--- config.mk ---
export PLATFORM = sky130hd
export DESIGN_NAME = music_fetcher
export DESIGN_NICKNAME = d
export VERILOG_FILES = /design/src/rtl/music_pkg.sv /design/src/rtl/sample_tick_gen.sv /design/src/rtl/music_fetcher.sv
export SDC_FILE = /design/constraint.sdc
export NUM_CORES = 1
export LEC_CHECK = 0
export CAP_MARGIN = 20
export CORE_ASPECT_RATIO = 1.2
export CORE_UTILIZATION = 59
export CTS_CLUSTER_DIAMETER = 30
export DETAILED_ROUTE_END_ITERATION = 16
export PLACE_DENSITY = 0.95
export SETUP_SLACK_MARGIN = 0.4
export SLEW_MARGIN = 0
export SYNTH_ARGS = -nofsm -noshare
export SYNTH_HDL_FRONTEND = slang
export SYNTH_SLANG_ARGS = --single-unit
export TNS_END_PERCENT = 10
--- constraint.sdc ---
create_clock -name clk -period 7.75 [get_ports clk]
set_clock_uncertainty 0.15 [all_clocks]
set_input_delay 1.55 -clock clk [delete_from_list [all_inputs] [get_ports clk]]
set_output_delay 1.55 -clock clk [all_outputs]
set_load 0.02 [all_outputs]
--- src/rtl/music_pkg.sv ---
// Shared definitions for the music player: fetcher FSM states, song
// geometry defaults and the keyboard scan codes the controller decodes.
package music_pkg;

  localparam int          ADDR_W_DEF    = 23;
  localparam logic [22:0] LAST_ADDR_DEF = 23'h7FFFF;
  localparam int          SAMPLE_W_DEF  = 8;

  typedef enum logic [2:0] {
    IDLE,
    FETCH,
    WAIT_DATA,
    DRAIN,
    PLAY_A,
    PLAY_B
  } fetch_state_t;

  // PS/2 set-2 make codes recognised by the keyboard/speed controller
  localparam logic [7:0] SCAN_D = 8'h23;  // pause
  localparam logic [7:0] SCAN_E = 8'h24;  // play
  localparam logic [7:0] SCAN_F = 8'h2B;  // play forward
  localparam logic [7:0] SCAN_B = 8'h32;  // play backward
  localparam logic [7:0] SCAN_R = 8'h2D;  // restart song

endpackage

--- src/rtl/sample_tick_gen.sv ---
// Sample-rate tick generator: one-cycle tick every div clocks (0 acts as 1),
// frozen while paused, restartable by clear.
module sample_tick_gen (
  input  logic        clk,
  input  logic        rst_n,
  input  logic [31:0] div,
  input  logic        pause,
  input  logic        clear,
  output logic        tick
);

  logic [31:0] count_reg;
  logic [31:0] count_next;
  logic [31:0] limit;

  // Terminal count uses >= so a divisor that shrinks below the current
  // count fires immediately instead of wrapping all the way round.
  always_comb begin
    limit      = (div == 32'd0) ? 32'd0 : div - 32'd1;
    tick       = !pause && (count_reg >= limit);
    count_next = count_reg;
    if (clear) begin
      count_next = '0;
    end else if (tick) begin
      count_next = '0;
    end else if (!pause) begin
      count_next = count_reg + 32'd1;
    end
  end

  // Divisor counter register
  always_ff @(posedge clk or negedge rst_n) begin
    if (!rst_n) begin
      count_reg <= '0;
    end else begin
      count_reg <= count_next;
    end
  end

endmodule

--- src/rtl/music_fetcher.sv ---
// Song fetcher: reads 32-bit words from flash over Avalon-MM, splits each
// into two 16-bit samples and emits their upper bytes at the sample rate.
module music_fetcher
  import music_pkg::*;
#(
  parameter int                ADDR_W    = ADDR_W_DEF,
  parameter logic [ADDR_W-1:0] LAST_ADDR = ADDR_W'(LAST_ADDR_DEF),
  parameter int                SAMPLE_W  = SAMPLE_W_DEF
) (
  input  logic                clk,
  input  logic                rst_n,
  input  logic [31:0]         sample_freq_div,
  input  logic                pause,
  input  logic                forward,
  input  logic                fetcher_reset,
  output logic                flash_read,
  output logic [ADDR_W-1:0]   flash_address,
  input  logic                flash_waitrequest,
  input  logic [31:0]         flash_readdata,
  input  logic                flash_readdatavalid,
  output logic [SAMPLE_W-1:0] audio_sample,
  output logic                sample_valid
);

  fetch_state_t        state_reg, state_next;
  logic [ADDR_W-1:0]   addr_reg, addr_next, addr_step;
  logic                dir_reg, dir_next;
  logic [31:0]         word_reg, word_next;
  logic [SAMPLE_W-1:0] audio_reg, audio_next;
  logic                valid_reg, valid_next;
  logic                tick;
  logic [SAMPLE_W-1:0] lo_sample, hi_sample;

  sample_tick_gen u_tick (
    .clk   (clk),
    .rst_n (rst_n),
    .div   (sample_freq_div),
    .pause (pause),
    .clear (fetcher_reset),
    .tick  (tick)
  );

  assign lo_sample     = word_reg[15 -: SAMPLE_W];
  assign hi_sample     = word_reg[31 -: SAMPLE_W];
  assign flash_read    = (state_reg == FETCH);
  assign flash_address = addr_reg;
  assign audio_sample  = audio_reg;
  assign sample_valid  = valid_reg;

  // Next word address in the newly latched direction, wrapping at the song ends
  always_comb begin
    if (forward) begin
      addr_step = (addr_reg == LAST_ADDR) ? '0 : addr_reg + ADDR_W'(1);
    end else begin
      addr_step = (addr_reg == '0) ? LAST_ADDR : addr_reg - ADDR_W'(1);
    end
  end

  // Fetch/play sequencing; restart overrides normal flow and any tick
  always_comb begin
    state_next = state_reg;
    addr_next  = addr_reg;
    dir_next   = dir_reg;
    word_next  = word_reg;
    audio_next = audio_reg;
    valid_next = 1'b0;
    case (state_reg)
      IDLE:      state_next = FETCH;
      FETCH:     if (!flash_waitrequest) state_next = WAIT_DATA;
      WAIT_DATA: if (flash_readdatavalid) begin
                   word_next  = flash_readdata;
                   state_next = PLAY_A;
                 end
      DRAIN:     if (flash_readdatavalid) state_next = FETCH;
      PLAY_A:    if (tick) begin
                   audio_next = dir_reg ? lo_sample : hi_sample;
                   valid_next = 1'b1;
                   state_next = PLAY_B;
                 end
      PLAY_B:    if (tick) begin
                   audio_next = dir_reg ? hi_sample : lo_sample;
                   valid_next = 1'b1;
                   dir_next   = forward;
                   addr_next  = addr_step;
                   state_next = FETCH;
                 end
      default:   state_next = IDLE;
    endcase
    if (fetcher_reset) begin
      word_next  = word_reg;
      audio_next = audio_reg;
      valid_next = 1'b0;
      dir_next   = forward;
      addr_next  = forward ? '0 : LAST_ADDR;
      case (state_reg)
        // A read is still outstanding: its data belongs to the old song
        // position, so throw it away (at once if it is arriving right now).
        WAIT_DATA, DRAIN: state_next = flash_readdatavalid ? FETCH : DRAIN;
        // Accepted this edge -> drain it; still stalled -> withdraw the
        // request for one cycle so the address never moves under a read.
        FETCH:            state_next = flash_waitrequest ? IDLE : DRAIN;
        default:          state_next = FETCH;
      endcase
    end
  end

  // State, address, direction, word and output registers
  always_ff @(posedge clk or negedge rst_n) begin
    if (!rst_n) begin
      state_reg <= IDLE;
      addr_reg  <= '0;
      dir_reg   <= 1'b1;
      word_reg  <= '0;
      audio_reg <= '0;
      valid_reg <= 1'b0;
    end else begin
      state_reg <= state_next;
      addr_reg  <= addr_next;
      dir_reg   <= dir_next;
      word_reg  <= word_next;
      audio_reg <= audio_next;
      valid_reg <= valid_next;
    end
  end

endmodule
Yosys cells after proc, flatten, opt, wreduce, memory -nomap -nowiden
Index checks and enable logic that the tools add are counted.

$add $sub $neg: 4. Magnitude comparators: 1. Equality and inequality tests: 14. Multiplexer cells: 32. Bitwise gates (word level): 1. Reductions and logical operators: 14.

Operators by type and width (count): 23-bit two-way mux (6); 32-bit two-way mux (4); 32-bit by 1-bit adder with 32-bit output, second input constant (1); 32-bit >= comparator (1); 32-bit zero test (1); 8-bit two-way mux (4); 32-bit by 1-bit subtractor with 32-bit output, second input constant (1); 23-bit by 1-bit adder with 23-bit output, second input constant (1); 23-bit by 19-bit == test with 1-bit output, second input constant (1); 23-bit zero test (1); 23-bit by 1-bit subtractor with 23-bit output, second input constant (1); 19-bit two-way mux (1); 3-bit two-way mux (6); 3-bit case mux with 6 select lines (1); 8-bit case mux with 2 select lines (1); 3-bit != test, second input constant (5); 3-bit by 2-bit == test with 1-bit output, second input constant (2); 3-bit == test, second input constant (2); 1-bit two-way mux (6); 2-bit nonzero test (3); 5-bit AND reduction (1); 2-bit two-way mux (2); 2-bit != test, second input constant (2); 2-bit case mux with 2 select lines (1); 10 further kinds (11).

Flip-flop bits (word level): 100. Input port bits: 71. Output and inout port bits: 33. Word-level logic and storage cells: 73.

Logic depth before layout (Yosys ltp)
Depth in word-level cells: 7. Gate-level depth with buffers: 17. Gate-level depth less buffers: 16.

Cells and area by module
Synthesis repeated with hierarchy kept, for this count alone.

Cells, all modules: 801. Area total of the unflattened synthesis: 6822.8 um2.

By module, submodules not included: music_fetcher (times used 1, cells each 383, area an instance 3440.8 um2, seq. area each 1302.5 um2); sample_tick_gen (times used 1, cells each 418, area an instance 3382.0 um2, seq. area each 800.8 um2).

Least setup slack after synthesis
No wires, ideal clock.

Kind: input to register. Start: input sample_freq_div[5]. End: register addr_reg[22] (netlist: flash_address[22]). Setup time: 82 ps. Arrival: 5134 ps. Required time: 7518 ps. Slack: 2384 ps. Cell stages on the path: 15. Path buffers: 0. Path through: nor4_1 nand4_1 or2_1 nor3_1 nand3b_1 xnor2_1 nand2_1 ha_1 nand4_1 nor3_1 a22oi_1 a211oi_1 nor2_2 or4_1 a31oi_1.

Cells in the longest elaborated chain, start to end: 6. Elaborated cells between the ends (all ways): 7. Those cells by class: 1 x add/sub; 1 x order compare; 1 x mux; 4 x reduce/logical.

Ends and longest elaborated chain: start: declaration (line music_fetcher.sv:12) `input logic [31:0] sample_freq_div,`; 32-bit by 1-bit subtractor with 32-bit output / 32-bit zero test (equally long branches) (line sample_tick_gen.sv:19) `limit = (div == 32'd0) ? 32'd0 : div - 32'd1;`; 32-bit two-way mux (*) (line sample_tick_gen.sv:19); 32-bit >= comparator (*) (line sample_tick_gen.sv:20) `tick = !pause && (count_reg >= limit);`; 1-bit logical AND (*) (line sample_tick_gen.sv:20); 2-bit nonzero test (no line) (*); 2-bit AND reduction (no line) (*); end signal: assignment (line music_fetcher.sv:118) `addr_reg <= addr_next;`; end: declaration (line music_fetcher.sv:26) `logic [ADDR_W-1:0] addr_reg, addr_next, addr_step;`.

Mark *: on every way between the ends. The rest lies on a longest branch, timed or not. A chain may end at the register's enable or synchronous reset.

Worst setup path in the final report
Start: input sample_freq_div[3]. End: register addr_reg[22] (netlist: flash_address[22]).

The elaborated chain is that of the path after synthesis.

==> impl_metrics.sql <==
INSERT INTO impl_metrics (metric_group, metric, value, unit) VALUES
('drt', 'wl_per_cell', '15.4', 'microns'),
('drt', 'vias', '5891', ''),
('power', 'final_power', '1.32', 'mW'),
('yosys', 'synth_edf_count', '0', ''),
('placement', 'dpl_worst_slack', '0.959', 'ns'),
('yosys', 'synth-warning-count', '0', ''),
('drt', 'post_drt_via_cell_ratio', '6.12', ''),
('sta', 'slew_headroom', '41.2', '%'),
('cts', 'cts_htree_levels', '3', ''),
('layout', 'design_area', '7740', 'sq um'),
('placement', 'dpl_cell_area', '7430', 'sq um'),
('yosys', 'synthesis.area_per_instance', '8.66', 'sq um'),
('cts', 'cts_resized', '0', ''),
('drt', 'drc', '1', ''),
('power', 'swShare', '30.2', '%'),
('sta', 'drv_slew', '0', ''),
('sta', 'unrepaired_setup_endpoints_after_global_routing', 'false', ''),
('power', 'power_density_over_the_cells', '171', 'nW/um^2'),
('worst_setup_path', 'worstSetupPathType', 'in -> reg', ''),
('worst_setup_path', 'critical_path.startpoint_type', 'primary input', ''),
('die', 'floorplan.die_area', '11600', 'sq um'),
('die', 'core', '10700', 'sq um'),
('yosys', 'synth_flop_type', 'sky130_fd_sc_hd__dfrtp_1', ''),
('die', 'floorplan.die.height', '118', 'microns'),
('cts', 'hold_buffers', '0', ''),
('global_routing', 'grt_start_max_net_pins', '51', ''),
('yosys', 'synthArstFlopShare', '100', '%'),
('drt', 'drt_wl_total', '14.8', 'mm'),
('flow_run', 'timing.max_cap.violations', '0', ''),
('power', 'worst_ir_drop_vdd', '0.123', 'mV'),
('cts', 'clock_insertion_delay_worst_skew', '0.34', 'ns'),
('cts', 'cts-buffers-inserted', '9', ''),
('drt', 'firstDrtPassIters', '14', ''),
('global_routing', 'grt_pass1_vias', '5550', ''),
('cts', 'cts.clk_slew.worst_paths', '0.06', 'ns'),
('yosys', 'yosys.area.top_type', 'sky130_fd_sc_hd__dfrtp_1', ''),
('placement', 'port_buffers', '87', ''),
('status', 'status', 'complete, but fails checks', ''),
('worst_setup_path', 'crit_arrival', '6.56', 'ns'),
('cts', 'clkSinkCount', '84', ''),
('sta', 'final-setup-viol-count', '0', ''),
('power', 'total_switching_power', '400', 'uW'),
('die', 'row_count', '41', ''),
('sta', 'final.setup.tns', '0', 'ns'),
('power', 'power.internal', '922', 'uW'),
('yosys', 'synthMostInstantiatedCell', 'sky130_fd_sc_hd__nor2_1', ''),
('yosys', 'post_synth_main_area_contributors', 'sky130_fd_sc_hd__dfrtp_1, sky130_fd_sc_hd__ha_1, sky130_fd_sc_hd__xor2_1', ''),
('layout', 'synthToLayoutAreaGrowth', '17.6', '%'),
('power', 'leakagePower', '3.27', 'nW'),
('worst_setup_path', 'timing.critical_path.required', '7.84', 'ns'),
('die', 'number_of_top_level_pins', '104', ''),
('layout', 'final_net_count', '937', ''),
('sta', 'post-route-period-util', '83.5', '%'),
('worst_setup_path', 'critPathMaxFanout', '15', ''),
('hold_path', 'hold_path.class', 'reg -> reg', ''),
('layout', 'number_of_flip_flops_under_the_largest_register_name', '32', ''),
('sta', 'layout_min_cycle_time', '6.47', 'ns'),
('global_routing', 'global_route.usage.total', '26.9', '%'),
('placement', 'hpwl', '10.9', 'mm'),
('drt', 'final_antenna_net_count', '0', ''),
('layout', 'fillerInstances', '768', ''),
('yosys', 'synth_cell_type_count', '85', ''),
('status', 'failed_checks', 'DRC', ''),
('cts', 'tritoncts', 'yes', ''),
('yosys', 'synth.top_cells.by_count', 'sky130_fd_sc_hd__nor2_1, sky130_fd_sc_hd__nand2_1, sky130_fd_sc_hd__dfrtp_1', ''),
('cts', 'cts.root.buffer_cell', 'sky130_fd_sc_hd__clkbuf_16', ''),
('power', 'clockPowerShare', '33.4', '%'),
('global_routing', 'grt_pass1_wl', '25.5', 'mm'),
('drt', 'dr.first_iter.drc_count', '322', ''),
('sta', 'achievable-frequency', '155', 'MHz'),
('power', 'share_comb_of_total_power', '24.5', '%');
routing by layer:
metal | vias to the layer above | GRT usage, % | share of wire, %
li1 | 2869 | - | -
met5 | - | 0 | 0
met2 | 221 | 46.5 | 51
met4 | 0 | 10.4 | 2.0
met1 | 2769 | 33.3 | 42
met3 | 32 | 4.63 | 5.3
critical path, cell delays in order:
cell,delay [ns]
sky130_fd_sc_hd__clkdlybuf4s50_1,0.45
sky130_fd_sc_hd__nor4_1,0.62
sky130_fd_sc_hd__nand4_1,0.26
sky130_fd_sc_hd__or2_1,0.34
sky130_fd_sc_hd__nor3_1,0.44
sky130_fd_sc_hd__nand3b_1,0.15
sky130_fd_sc_hd__xnor2_1,0.16
sky130_fd_sc_hd__nand2_1,0.08
sky130_fd_sc_hd__ha_1,0.32
sky130_fd_sc_hd__nand4_1,0.17
sky130_fd_sc_hd__nor3_1,0.21
sky130_fd_sc_hd__a22oi_1,0.13
sky130_fd_sc_hd__a211oi_1,0.65
sky130_fd_sc_hd__nor2_2,0.29
sky130_fd_sc_hd__or4_1,0.56
sky130_fd_sc_hd__a31oi_1,0.17
power by group through the flow:
| stage | Sequential (mW) | Combinational (mW) | Clock, mW |
|---|---|---|---|
| 2_1_floorplan | 0.549 | 0.223 | 0 |
| 3_5_place_dp | 0.562 | 0.321 | 0 |
| 6_report | 0.557 | 0.323 | 0.442 |
| 5_1_grt | 0.565 | 0.355 | 0.468 |
| 4_1_cts | 0.556 | 0.324 | 0.448 |
| 3_3_place_gp | 0.558 | 0.311 | 0 |
final timing paths:
| check | slack (ns) | startpoint | depth (start not counted) | end |
|---|---|---|---|---|
| setup / recovery | 1.28 | sample_freq_div[3] | 16 | flash_address[22] |
| hold / removal | 0.34 | audio_sample[2] | 1 | audio_sample[2] |
| setup reg to reg | 4.45 | u_tick.count_reg[0] | 9 | audio_sample[0] |
| hold reg to reg | 0.34 | audio_sample[2] | 1 | audio_sample[2] |
| max in group asynchronous | 5.46 | rst_n | 2 | word_reg[15] |
| min in group asynchronous | 1.00 | rst_n | 1 | flash_address[8] |
area by class of cell:
class,count,area (sq um),area share (%)
clock buffers,10,239,3.09
well taps,129,161,2.09
multi-input cells,620,4170,54.0
clock inverters,6,70.1,0.906
flip-flops and latches,84,2100,27.2
repair buffers,93,913,11.8
inverters,20,75.1,0.970
stage by stage:
step | cells | hold WS, ns
finish | 962 | 0.338
global route | 962 | 0.363
global placement | 946 | 0.326
CTS | 962 | 0.344
detailed placement | 946 | 0.331
floorplan | 760 | 0.317
cells in the final DEF (no fill, tap or decap), drive strengths merged, types with 6 or more instances in the layout:
cell type,n
nand2b,10
mux2,33
xor2,44
nand4,23
xnor2,25
o21ai,41
inv,21
buf,7
and3,10
and4,6
nor4,14
nor2,98
or3,10
and2,7
nor3,26
nand2,85
clkdlybuf4s50,86
nand3,29
a21oi,34
ha,38
clkbuf,10
a31oi,9
dfrtp,83
cell families (layout without fill, tap and decap cells):
logic type / after synthesis / after routing / share of synthesized area [%]
AND/OR/NAND/NOR: 342 / 342 / 26.8
buffers and inverters: 56 / 129 / 4.70
flip-flops: 84 / 84 / 32.0
XOR/XNOR: 69 / 69 / 9.18
multiplexers: 37 / 37 / 6.26
adder cells (fa/ha/maj): 38 / 38 / 7.23
AO/OA/AOI/OAI: 134 / 134 / 13.8
No activity file was read; power rests on OpenSTA's default activity.
